File: src/rtl/memarb_pkg.sv
// Shared types and constants for the IFU/LSU single-port memory arbiter.
package memarb_pkg;

   typedef enum logic [1:0] {
      IDLE = 2'd0,
      REQ  = 2'd1,
      WAIT = 2'd2
   } state_e;

   typedef enum logic {
      OWN_IFU = 1'b0,
      OWN_LSU = 1'b1
   } owner_e;

   localparam logic [3:0] MASK_B = 4'b0001;
   localparam logic [3:0] MASK_H = 4'b0011;
   localparam logic [3:0] MASK_W = 4'b1111;

   // One-hot grant encoding produced by memarb_pick: bit0 IFU, bit1 LSU.
   localparam logic [1:0] GNT_NONE = 2'b00;
   localparam logic [1:0] GNT_IFU  = 2'b01;
   localparam logic [1:0] GNT_LSU  = 2'b10;

endpackage

File: src/rtl/memarb_pick.sv
// Combinational winner selection: on a tie the requester not granted last wins.
module memarb_pick
   import memarb_pkg::*;
(
   input  logic       ifu_valid_i,
   input  logic       lsu_valid_i,
   input  owner_e     last_i,
   output logic [1:0] grant_o
);

   always_comb begin
      grant_o = GNT_NONE;
      if (ifu_valid_i && lsu_valid_i) begin
         grant_o = (last_i == OWN_IFU) ? GNT_LSU : GNT_IFU;
      end else if (lsu_valid_i) begin
         grant_o = GNT_LSU;
      end else if (ifu_valid_i) begin
         grant_o = GNT_IFU;
      end
   end

endmodule

File: src/rtl/mem_arbiter.sv
// Two-requester (IFU, LSU) arbiter onto one memory port, one transaction outstanding.
// Define MEMARB_ROUND_ROBIN_EN for round-robin tie breaking; default is fixed LSU priority.
//
// state | meaning
// IDLE  | accepting; ready goes to one winner, request fields latched
// REQ   | mem_req_valid high with latched fields until mem_req_ready
// WAIT  | waiting for mem_rsp_valid; response routed to the owner
module mem_arbiter
   import memarb_pkg::*;
#(
   parameter int ADDR_W = 32
) (
   input  logic              clk,
   input  logic              reset,

   input  logic              ifu_req_valid,
   output logic              ifu_req_ready,
   input  logic [ADDR_W-1:0] ifu_addr,
   output logic              ifu_rsp_valid,

   input  logic              lsu_req_valid,
   output logic              lsu_req_ready,
   input  logic [ADDR_W-1:0] lsu_addr,
   input  logic              lsu_wen,
   input  logic [31:0]       lsu_wdata,
   input  logic [3:0]        lsu_wmask,
   output logic              lsu_rsp_valid,

   output logic [31:0]       rsp_data,

   output logic              mem_req_valid,
   input  logic              mem_req_ready,
   output logic [ADDR_W-1:0] mem_addr,
   output logic              mem_wen,
   output logic [31:0]       mem_wdata,
   output logic [3:0]        mem_wmask,
   input  logic              mem_rsp_valid,
   input  logic [31:0]       mem_rsp_data
);

   state_e            st_q;
   owner_e            owner_q;
   logic [ADDR_W-1:0] addr_q;
   logic              wen_q;
   logic [31:0]       wdata_q;
   logic [3:0]        wmask_q;

   owner_e            last_owner;
   logic [1:0]        grant;
   logic              idle;
   logic              accept;
   logic              rsp_fire;

   memarb_pick u_pick (
      .ifu_valid_i (ifu_req_valid),
      .lsu_valid_i (lsu_req_valid),
      .last_i      (last_owner),
      .grant_o     (grant)
   );

`ifdef MEMARB_ROUND_ROBIN_EN
   owner_e last_q;

   always_ff @(posedge clk or negedge reset) begin
      if (!reset) begin
         last_q <= OWN_IFU;
      end else if (accept) begin
         last_q <= grant[1] ? OWN_LSU : OWN_IFU;
      end
   end

   assign last_owner = last_q;
`else
   // Pinning "IFU last" makes the picker degenerate to fixed LSU priority.
   assign last_owner = OWN_IFU;
`endif

   // Gated by reset so no ready can escape while reset is held.
   assign idle          = reset && (st_q == IDLE);
   assign accept        = idle && (ifu_req_valid || lsu_req_valid);
   assign ifu_req_ready = idle && grant[0];
   assign lsu_req_ready = idle && grant[1];

   assign rsp_fire      = (st_q == WAIT) && mem_rsp_valid;
   assign ifu_rsp_valid = rsp_fire && (owner_q == OWN_IFU);
   assign lsu_rsp_valid = rsp_fire && (owner_q == OWN_LSU);
   assign rsp_data      = (rsp_fire && !wen_q) ? mem_rsp_data : 32'h0;

   assign mem_req_valid = (st_q == REQ);
   assign mem_addr      = (st_q == REQ) ? addr_q  : '0;
   assign mem_wen       = (st_q == REQ) ? wen_q   : 1'b0;
   assign mem_wdata     = (st_q == REQ) ? wdata_q : 32'h0;
   assign mem_wmask     = (st_q == REQ) ? wmask_q : 4'h0;

   always_ff @(posedge clk or negedge reset) begin
      if (!reset) begin
         st_q    <= IDLE;
         owner_q <= OWN_IFU;
         addr_q  <= '0;
         wen_q   <= 1'b0;
         wdata_q <= 32'h0;
         wmask_q <= 4'h0;
      end else begin
         case (st_q)
            IDLE: begin
               if (accept) begin
                  st_q <= REQ;
                  if (grant[1]) begin
                     owner_q <= OWN_LSU;
                     addr_q  <= lsu_addr;
                     wen_q   <= lsu_wen;
                     wdata_q <= lsu_wdata;
                     wmask_q <= lsu_wmask;
                  end else begin
                     owner_q <= OWN_IFU;
                     addr_q  <= ifu_addr;
                     wen_q   <= 1'b0;
                     wdata_q <= 32'h0;
                     wmask_q <= 4'h0;
                  end
               end
            end
            REQ: begin
               if (mem_req_ready) begin
                  st_q <= WAIT;
               end
            end
            WAIT: begin
               if (mem_rsp_valid) begin
                  st_q <= IDLE;
               end
            end
            default: st_q <= IDLE;
         endcase
      end
   end

endmodule

File: config.mk
export PLATFORM = sky130hd
export DESIGN_NAME = mem_arbiter
export DESIGN_NICKNAME = d
export VERILOG_FILES = /design/src/rtl/memarb_pkg.sv /design/src/rtl/memarb_pick.sv /design/src/rtl/mem_arbiter.sv
export SDC_FILE = /design/constraint.sdc
export NUM_CORES = 1
export LEC_CHECK = 0
export CAP_MARGIN = 40
export CORE_AREA = 2 2 95 97
export DETAILED_ROUTE_END_ITERATION = 6
export DIE_AREA = 0 0 97 99
export DONT_BUFFER_PORTS = 1
export SYNTH_ARGS = -nofsm -noshare
export SYNTH_HDL_FRONTEND = slang
export SYNTH_HIERARCHICAL = 1
export SYNTH_SLANG_ARGS = --single-unit
File: constraint.sdc
create_clock -name clk -period 2.7 [get_ports clk]
set_input_delay 0.405 -clock clk [delete_from_list [all_inputs] [get_ports clk]]
set_output_delay 0.405 -clock clk [all_outputs]
set_load 0.03 [all_outputs]
==> metrics.cfg, run 1 <==
[setup_path]
r2r_slack_ns = 0.84
ff2ff_path_depth = 4
crit_chain = nand3b_1 -> nor2_1 -> buf_4 -> and2_1
r2r_end = addr_q[29]
r2r_start = st_q[1]
worstPathMaxFanout = 32
cpPeakStageDelay_ns = 0.41
crit_required_ns = 2.30
path_delay_family = simple AND/OR/NAND/NOR gates
crit_buf_inv = 1
path_class = flop to primary output
critPathLaunchType = flop
cp-end-kind = primary output
cp.arrival_ns = 1.74
cp_slowest_cell = dfrtp_1

[global_route]
grt_pass1_wl_mm = 14.1
antenna_found_initial = 0
grt_max_degree = 73
grt_remaining_overflow = 0
grt_pass1_vias = 2651
grt_use_total_pct = 18.6

[finish]
final_util_pct = 52.7
n_antenna_cell = 0
drive_above_1_share_pct = 22.6
final_nets = 527
areaGrowthSynthToFinish_pct = 5.50

[sta]
skew_ns = 0.00421
fin_crit_ns = 2.14
whs_ns = 0.176
worst_slack_ns = 0.556
period_share_pct = 79.4
rsz0062_at_grt = false
max_freq_mhz = 466
finalHoldViolCount = 0
slew_viol_final = 0
finalSetupViolCount = 0
setup_tns_ns = 0
max_slew.worst_pin.slew_ns = 0.637
relSlewSlack_pct = 57.4

[clocking]
clkTransAtPathRegs_ns = 0.07
cts_max_level = 3
cts_tree = yes
clock_latency_ns = 0.33
cts_root_buffer = clkbuf_8
clock-sinks = 72
clk_path_buf_depth = 2
numCtsBuffers = 9

[detailed_routing]
viasPerCell = 5.16
drc = 0
drt_pass1_iterations = 4
wl_per_cell_um = 18.1
vias = 2586
dr.first_iter.drc_count = 86
final_antenna_net_count = 0
routed_wl_mm = 9.06

[floorplan]
ios = 245
fp.dieW_um = 97
coreArea_um2 = 8550
dieArea_um2 = 9600
fp.dieH_um = 99
start_util_pct = 50.0
row_count = 34

[logic_synthesis]
synth_area_leaders = dfrtp_1 42%, and2_1 15%, mux2_4 11%, mux2_2 8.7%, mux2i_1 8.7%
synth_top_area_share_pct = 42.2
synthTopCellsByCount = 103 x and2_1, 72 x dfrtp_1, 40 x inv_1
post-synth-top-count-cell = and2_1
synth.distinct_cells = 23
synth-edff-count = 0
yosys_register_bits = 72
synth_top_cell_by_area = dfrtp_1
synth_area_um2 = 4270
seq_area_frac_synth_pct = 42.2
yosys_warnings = 6
ys.flop_type = dfrtp_1
avgSynthCellArea_um2 = 10.8
ys_async_sr_fraction_pct = 100
syn_inst = 395

[power]
power_leakage_nw = 2.06
powerDensity_nw_per_um2 = 1050
ir_drop_v = 0.000375

[place]
dp_worst_setup_slack_ns = 0.845
hpwlAfterDp_mm = 6.37
port_buffers = 0
routabilityCongestion = 0.688

[flow_run]
max_cap_viol_count = 0

[min_path]
hp-class = primary input to flop
whs_endpoint = st_q[1]
hold_depth = 1
hold_start = mem_rsp_valid

[status]
status = completed

## kinds of logic after synthesis
logic type	after synthesis	share of synthesized area [%]
muxes	102	28.6
and+or+nand+nor	148	19.4
DFF	72	42.2
buffers and inverters	67	8.87
other	1	0.0877
AOI/OAI and AO/OA	5	0.849
## worst max path at each step
stage | startpoint | to | cells past startpoint
floorplan | lsu_req_valid | lsu_req_ready | 6
finish | st_q[0] | rsp_data[11] | 4
CTS | st_q[0] | rsp_data[9] | 4
global route | st_q[1] | rsp_data[17] | 4
global placement | st_q[1] | addr_q[29] | 4
detailed placement | st_q[1] | addr_q[29] | 4
## report_power, final
group | internal, mW | switching, mW
clock | 0.424 | 0.376
combinational | 0.811 | 1.30
sequential | 1.56 | 0.251
## metal layers
| layer | GRT usage, % | up-vias | part of all wire (%) |
|---|---|---|---|
| li1 | - | 1222 | - |
| met1 | 27.0 | 1242 | 47 |
| met2 | 27.0 | 117 | 46 |
| met3 | 5.39 | 5 | 6.6 |
| met4 | 5.85 | 0 | 0.67 |
| met5 | 0 | - | 0 |
## repair_timing
action,CTS,global route
endpoints found under the hold margin,72,0
setup buffers,0,0
resized for setup,0,0
hold buffers,2,0
## placed cells by master, fill, tap and decap left out, types with 2 or more instances in the layout
cell,instances
and2_1,103
clkbuf_8,9
nor2_1,3
clkinv_2,3
mux2i_1,37
clkbuf_1,3
conb_1,2
buf_12,3
nand2_1,38
mux2_2,33
inv_1,40
dfrtp_1,72
mux2_4,32
buf_4,3
## cell type report
class	count	area [µm²]
fillers	749	4040
multi-input cells	257	2120
clock buffers	12	135
well taps	108	135
inverters	40	150
flip-flops and latches	72	1800
repair buffers	8	120
clock inverters	4	45.0
## state kept, by name (all words and copies together), names as in the netlist
signal	count
owner_q	1
wdata_q	32
wmask_q	4
addr_q	32
wen_q	1
st_q	2
## through the flow
| step | std cells | cell area, µm² | total power [mW] |
|---|---|---|---|
| 2_1_floorplan | 396 | 4280 | 3.69 |
| 3_3_place_gp | 483 | 4290 | 3.88 |
| 3_5_place_dp | 483 | 4290 | 3.91 |
| 5_1_grt | 501 | 4510 | 5.02 |
| 4_1_cts | 501 | 4510 | 4.77 |
| 6_report | 501 | 4510 | 4.71 |
Note: power is estimated with default switching activity, not from simulation.
==> inputs of run 2 (changes only) <==
- clock period: 2.7 -> 2.1 ns (I/O delays scaled with it)
==> run 2 against run 1 <==
- critical path depth up 1
- utilization up 4.2 points
- clock skew up 0.00065 ns
- total power up 34%
- hold slack worse by 0.10 ns
- via count up 5.3%
- global-route usage up 0.72 points
- clock power up 41%
- non-clock buffer count up 36
==> metrics.cfg, run 2 (synthesized netlist as in run 1, its figures left out) <==
[status]
status = completed

[setup_path]
worstPathMaxFanout = 32  ; unchanged
path_delay_family = simple AND/OR/NAND/NOR gates
cp-end-kind = primary output
r2r_end = addr_q[22]
crit_buf_inv = 2  ; +1
cp_slowest_cell = dfrtp_1
cpPeakStageDelay_ns = 0.41  ; about the same
cp.arrival_ns = 1.66  ; -0.08 ns
r2r_slack_ns = 0.41  ; -0.43 ns
r2r_start = st_q[1]
worst-path-stages = 5  ; +1
crit_chain = nand3b_1 -> nor2_2 -> buf_8 -> and2_1 -> buf_6
crit_required_ns = 1.78  ; -0.52 ns
path_class = flop to primary output
ff2ff_path_depth = 4  ; unchanged
critPathLaunchType = flop

[sta]
setup_tns_ns = 0  ; unchanged
finalHoldViolCount = 0  ; unchanged
fin_crit_ns = 1.97
period_share_pct = 93.9
max_slew.worst_pin.slew_ns = 0.620  ; -0.0168 ns
whs_ns = 0.0753  ; -0.101 ns
slew_viol_final = 0  ; unchanged
finalSetupViolCount = 0  ; unchanged
worst_slack_ns = 0.129  ; -0.427 ns
rsz0062_at_grt = true
skew_ns = 0.00486  ; +0.000652 ns
relSlewSlack_pct = 58.5  ; +1.1 points
max_freq_mhz = 507

[power]
p_int_mw = 3.76  ; +35%
switchingPower_mw = 2.55  ; +33%
sw_frac_of_total_pct = 40.4  ; -0.35 points
ir_drop_v = 0.000512  ; +37%
share_seq_of_total_power_pct = 36.9  ; -1.5 points
pwr-share-comb_pct = 45.1  ; +0.4 points
powerDensity_nw_per_um2 = 1300  ; +24%
power_leakage_nw = 2.27  ; +10%
clkPwrFrac_pct = 18.0  ; +1.0 points

[floorplan]
start_util_pct = 50.0  ; unchanged
dieArea_um2 = 9600  ; unchanged
coreArea_um2 = 8550  ; unchanged
row_count = 34  ; unchanged
fp.dieW_um = 97  ; unchanged
fp.dieH_um = 99  ; unchanged
ios = 245  ; unchanged

[clocking]
clkTransAtPathRegs_ns = 0.08  ; about the same
cts_max_level = 3  ; unchanged
clock-sinks = 72  ; unchanged
cts_root_buffer = clkbuf_8
clock_latency_ns = 0.34  ; about the same
numCtsBuffers = 9  ; unchanged
clk_path_buf_depth = 2  ; unchanged
cts_tree = yes

[global_route]
grt_pass1_vias = 2733  ; +3.1%
grt_remaining_overflow = 0  ; unchanged
grt_use_total_pct = 19.3  ; +0.72 points
grt_pass1_wl_mm = 14.8  ; +4.8%
antenna_found_initial = 0  ; unchanged
grt_max_degree = 73  ; unchanged

[place]
dp_worst_setup_slack_ns = 0.422  ; -0.422 ns
hpwlAfterDp_mm = 6.78  ; +6.4%
port_buffers = 0  ; unchanged
routabilityCongestion = 0.723  ; +5.1%

[finish]
areaGrowthSynthToFinish_pct = 13.9
top_regs = addr_q: 32 flops, wdata_q: 32 flops, wmask_q: 4 flops
final_common_cell = and2_1
final_cell_mix = 102 x and2_1, 72 x dfrtp_1, 40 x inv_1
drive_above_1_share_pct = 30.3  ; +7.7 points
final_nets = 563  ; +6.8%

[min_path]
hp-class = primary input to flop
hold_depth = 1  ; unchanged
whs_endpoint = st_q[1]
hold_start = mem_rsp_valid

[detailed_routing]
dr.first_iter.drc_count = 72  ; -16%
vias = 2722  ; +5.3%
viasPerCell = 5.06  ; -2.0%
drc = 0  ; unchanged
drt_pass1_iterations = 4  ; unchanged
routed_wl_mm = 9.56  ; +5.4%
final_antenna_net_count = 0  ; unchanged
wl_per_cell_um = 17.8  ; -1.8%

[flow_run]
max_cap_viol_count = 0  ; unchanged

-- run 2: cell count changes in the layout (fill, tap and decap cells not counted), sizes merged --
cell,delta
clkinv,-1
diode,+1
clkinvlp,+2
buf,+36
clkbuf,-1
-- run 2: power groups by stage --
stage | combinational (mW) | sequential, mW | clock, mW
after floorplan | 2.52 | 2.23 | 0
after global placement | 2.75 | 2.33 | 0
after detailed placement | 2.81 | 2.33 | 0
after CTS | 2.85 | 2.33 | 1.17
after global routing | 3.05 | 2.41 | 1.23
final | 2.84 | 2.33 | 1.13
-- run 2: routing by layer --
metal	up-vias	share of wire, %	GRT usage [%]
met5	-	0	0
met4	0	0.84	4.12
met3	9	6.5	6.67
met2	114	46	28.4
met1	1308	46	27.9
li1	1291	-	-
-- run 2: worst max path at each step --
stage	startpoint	to	slack, ns
after floorplan	st_q[1]	mem_wdata[26]	0.33
after detailed placement	st_q[1]	addr_q[9]	0.42
after global placement	st_q[1]	mem_addr[30]	0.47
after global routing	st_q[0]	rsp_data[20]	-0.009
final	st_q[0]	rsp_data[29]	0.13
after CTS	st_q[1]	mem_wmask[1]	0.05
-- run 2: timing repair --
action,CTS,global route
resized for setup,0,17
hold endpoints to repair,72,0
setup buffers,0,0
hold buffers,2,0
setup endpoints to repair,0,73
-- run 2: per-stage QoR --
stage | utilization [%] | area, µm² | std cells | total power [mW]
after detailed placement | 53.4 | 4560 | 519 | 5.15
after CTS | 56.2 | 4810 | 537 | 6.35
after global placement | 53.4 | 4560 | 519 | 5.08
after global routing | 56.9 | 4870 | 537 | 6.69
after floorplan | - | 4280 | 396 | 4.75
final | 57.0 | 4870 | 538 | 6.31
-- run 2: cell type report --
| class | count | area, µm² |
|---|---|---|
| Antenna cell | 1 | 2.50 |
| Clock buffer | 11 | 151 |
| Clock inverter | 5 | 55.1 |
| Fill cell | 746 | 3680 |
| Inverter | 40 | 150 |
| Multi-Input combinational cell | 257 | 2130 |
| Sequential cell | 72 | 1800 |
| Tap cell | 108 | 135 |
| Timing Repair Buffer | 44 | 447 |
-- run 2: worst register-to-register path: cells and delay by family, from the launching register on --
kind	cells	cell delay (ns)
mux	1	0.34
buf+inv	1	0.26
compound gates	1	0.26
flops	1	0.44
simple gates	1	0.27
==> inputs of run 3 (changes only) <==
- ABC_AREA: default -> 1
- CORE_AREA: 2 2 95 97 -> default
- CORE_MARGIN: default -> 2
- CORE_UTILIZATION: default -> 30
- DIE_AREA: 0 0 97 99 -> default
==> run 3 against run 2 <==
- design area is 18% higher
- global-route usage is 3.1 points lower
- critical path depth stayed put
- maximum frequency is 1.4% higher
- hold slack worse by 0.0044 ns
- non-clock buffer count is 74 higher
- sequential share of layout area is 5.5 points lower
- clock skew is 0.0025 ns lower
- total power is 9.9% higher
- worst setup slack better by 0.027 ns
- combinational power is 9.5% higher
- critical endpoint is now rsp_data[8]
- largest cell class unchanged
- largest power group unchanged
==> metrics.cfg, run 3 <==
[setup_path]
worstPathMaxFanout = 34  ; +6.3%
cp_slowest_cell = dfrtp_1
critPathLaunchType = flop
cpMostUsedCell = buf_4
path_delay_family = buffers and inverters
r2r_end = addr_q[31]
crit_chain = inv_1 -> nand3_2 -> buf_4 -> nor3b_1 -> buf_4
cp-end-kind = primary output
path_class = flop to primary output
crit_required_ns = 1.78  ; about the same
crit_buf_inv = 3  ; +1
cp.arrival_ns = 1.63  ; -0.03 ns
r2r_slack_ns = 0.61  ; +0.20 ns
cpPeakStageDelay_ns = 0.42  ; about the same
r2r_start = st_q[0]
ff2ff_path_depth = 5  ; +1

[floorplan]
coreArea_um2 = 15000  ; +76%
start_util_pct = 30.4  ; -20 points
fp.dieW_um = 128  ; +31%
fp.dieH_um = 128  ; +29%
ios = 245  ; unchanged
dieArea_um2 = 16300  ; +69%
row_count = 45  ; +32%

[clocking]
clk_path_buf_depth = 2  ; unchanged
cts_root_buffer = clkbuf_16
cts_setup_buffers = 0  ; unchanged
cts_hold_buf = 2  ; unchanged
clock-sinks = 72  ; unchanged
numCtsBuffers = 9  ; unchanged
clkTransAtPathRegs_ns = 0.05  ; -0.03 ns
cts_max_level = 3  ; unchanged
clock_latency_ns = 0.33  ; about the same
cts_tree = yes
cts_resized = 0  ; unchanged

[detailed_routing]
viasPerCell = 4.38  ; -13%
routed_wl_mm = 13.0  ; +36%
vias = 4270  ; +57%
drt_pass1_iterations = 4  ; unchanged
wl_per_cell_um = 13.3  ; -25%
drc = 0  ; unchanged
dr.first_iter.drc_count = 194  ; +170%
final_antenna_net_count = 0  ; unchanged

[logic_synthesis]
post-synth-top-count-cell = nand2_1
synth.distinct_cells = 21  ; -8.7%
synth_area_leaders = dfrtp_1 39%, nand2_1 23%, inv_1 9.3%, nand3_1 7.5%, nor2_1 6.0%
avgSynthCellArea_um2 = 6.56  ; -39%
synth_top_area_share_pct = 39.4  ; -2.8 points
yosys_register_bits = 72  ; unchanged
ys_async_sr_fraction_pct = 100  ; unchanged
yosys_warnings = 6  ; unchanged
syn_inst = 698  ; +77%
synth-edff-count = 0  ; unchanged
synthTopCellsByCount = 279 x nand2_1, 113 x inv_1, 73 x nor2_1
seq_area_frac_synth_pct = 39.4  ; -2.8 points
ys.flop_type = dfrtp_1
synth_area_um2 = 4580  ; +7.1%
synth_top_cell_by_area = dfrtp_1

[min_path]
hold_depth = 1  ; unchanged
hold_start = mem_rsp_valid
whs_endpoint = st_q[1]
hp-class = primary input to flop

[sta]
max_slew.worst_pin.slew_ns = 0.535  ; -0.0854 ns
worst_slack_ns = 0.155  ; +0.0266 ns
finalSetupViolCount = 0  ; unchanged
period_share_pct = 92.6  ; -1.3 points
slew_viol_final = 0  ; unchanged
max_freq_mhz = 514  ; +1.4%
skew_ns = 0.00233  ; -0.00253 ns
relSlewSlack_pct = 64.3  ; +5.8 points
setup_tns_ns = 0  ; unchanged
rsz0062_at_grt = false
fin_crit_ns = 1.94  ; -0.0266 ns
finalHoldViolCount = 0  ; unchanged

[global_route]
grt_use_total_pct = 16.2  ; -3.1 points
grt_pass1_vias = 3853  ; +41%
antenna_found_initial = 0  ; unchanged
grt_pass1_wl_mm = 20.5  ; +39%
grt_max_degree = 73  ; unchanged
grt_remaining_overflow = 0  ; unchanged

[power]
power_leakage_nw = 3.39  ; +49%
ir_drop_v = 0.000456  ; -11%
powerDensity_nw_per_um2 = 1210  ; -6.5%

[finish]
final_util_pct = 38.1  ; -19 points
final_nets = 921  ; +64%
layout.cells.non_filler = 975  ; +81%
final_cell_mix = 277 x nand2_1, 114 x buf_4, 113 x inv_1
top_regs = addr_q: 32 flops, wdata_q: 32 flops, wmask_q: 4 flops
areaGrowthSynthToFinish_pct = 25.1
n_antenna_cell = 0  ; -1
drive_above_1_share_pct = 18.2  ; -12 points
final_common_cell = nand2_1

[place]
dp_cells = 957  ; +84%
routabilityCongestion = 0.793  ; +9.6%
dp_worst_setup_slack_ns = 0.522  ; +0.0992 ns
port_buffers = 0  ; unchanged
hpwlAfterDp_mm = 8.77  ; +29%

[flow_run]
max_cap_viol_count = 0  ; unchanged

[status]
status = completed

-- run 3: changes by cell type after synthesis, sizes merged, moves of 65 or more --
cell	before	now
nand2	38	280
nand3	0	71
nor2	3	75
and2	103	0
inv	40	117
mux2	65	0
-- run 3: kinds of logic (layout without fill, tap and decap cells) --
logic type / after synthesis / in the layout / share of synthesized area (%)
AO/OA/AOI/OAI: 3 / 3 / 0.383
buffers and inverters: 163 / 251 / 17.0
flip-flops: 72 / 72 / 39.4
other: 1 / 2 / 0.0820
AND/OR/NAND/NOR: 459 / 459 / 43.1
-- run 3: report_power, final --
part           leakage, nW  internal (mW)  switching, mW
sequential           0.931           1.96          0.313
clock                0.150          0.981          0.567
combinational         2.31           1.01           2.10
total                 3.39           3.96           2.98
-- run 3: layer usage --
metal / part of all wire [%] / GRT usage [%] / vias up
met5: 0 / 0 / -
met4: 0.69 / 3.30 / 0
met3: 6.5 / 5.49 / 6
met2: 45 / 25.0 / 154
met1: 48 / 22.1 / 1896
li1: - / - / 2214
-- run 3: metrics by stage --
| step | hold WS (ns) | total power [mW] | cell area [µm²] |
|---|---|---|---|
| 6_report | 0.0710 | 6.93 | 5720 |
| 5_1_grt | 0.0446 | 7.51 | 5720 |
| 4_1_cts | 0.0491 | 7.05 | 5720 |
| 3_5_place_dp | 0.0216 | 5.40 | 5390 |
| 3_3_place_gp | 0.0218 | 5.36 | 5390 |
| 2_1_floorplan | 0.0194 | 4.56 | 4580 |
-- run 3: worst max path at each step --
stage,start,to,cells past startpoint
after floorplan,st_q[0],rsp_data[10],4
after global placement,st_q[1],mem_wdata[30],5
after detailed placement,st_q[0],rsp_data[8],5
after CTS,st_q[0],rsp_data[8],5
after global routing,st_q[0],rsp_data[18],5
final,st_q[0],rsp_data[8],5
-- run 3: layout make-up --
| class | count | area [µm²] |
|---|---|---|
| timing repair buffer | 118 | 933 |
| clock buffer | 13 | 260 |
| clock inverter | 3 | 40.0 |
| sequential | 72 | 1800 |
| multi-input combinational | 464 | 2010 |
| tap | 188 | 235 |
| fill | 1621 | 9310 |
| inverter | 117 | 439 |
-- run 3: worst reg2reg max path: stages, from the launching register on --
cell and delay (ns):
dfrtp_1 0.42, nor2_2 0.22, nand3_4 0.27, buf_12 0.28
nand2_1 0.14, nand2_1 0.05
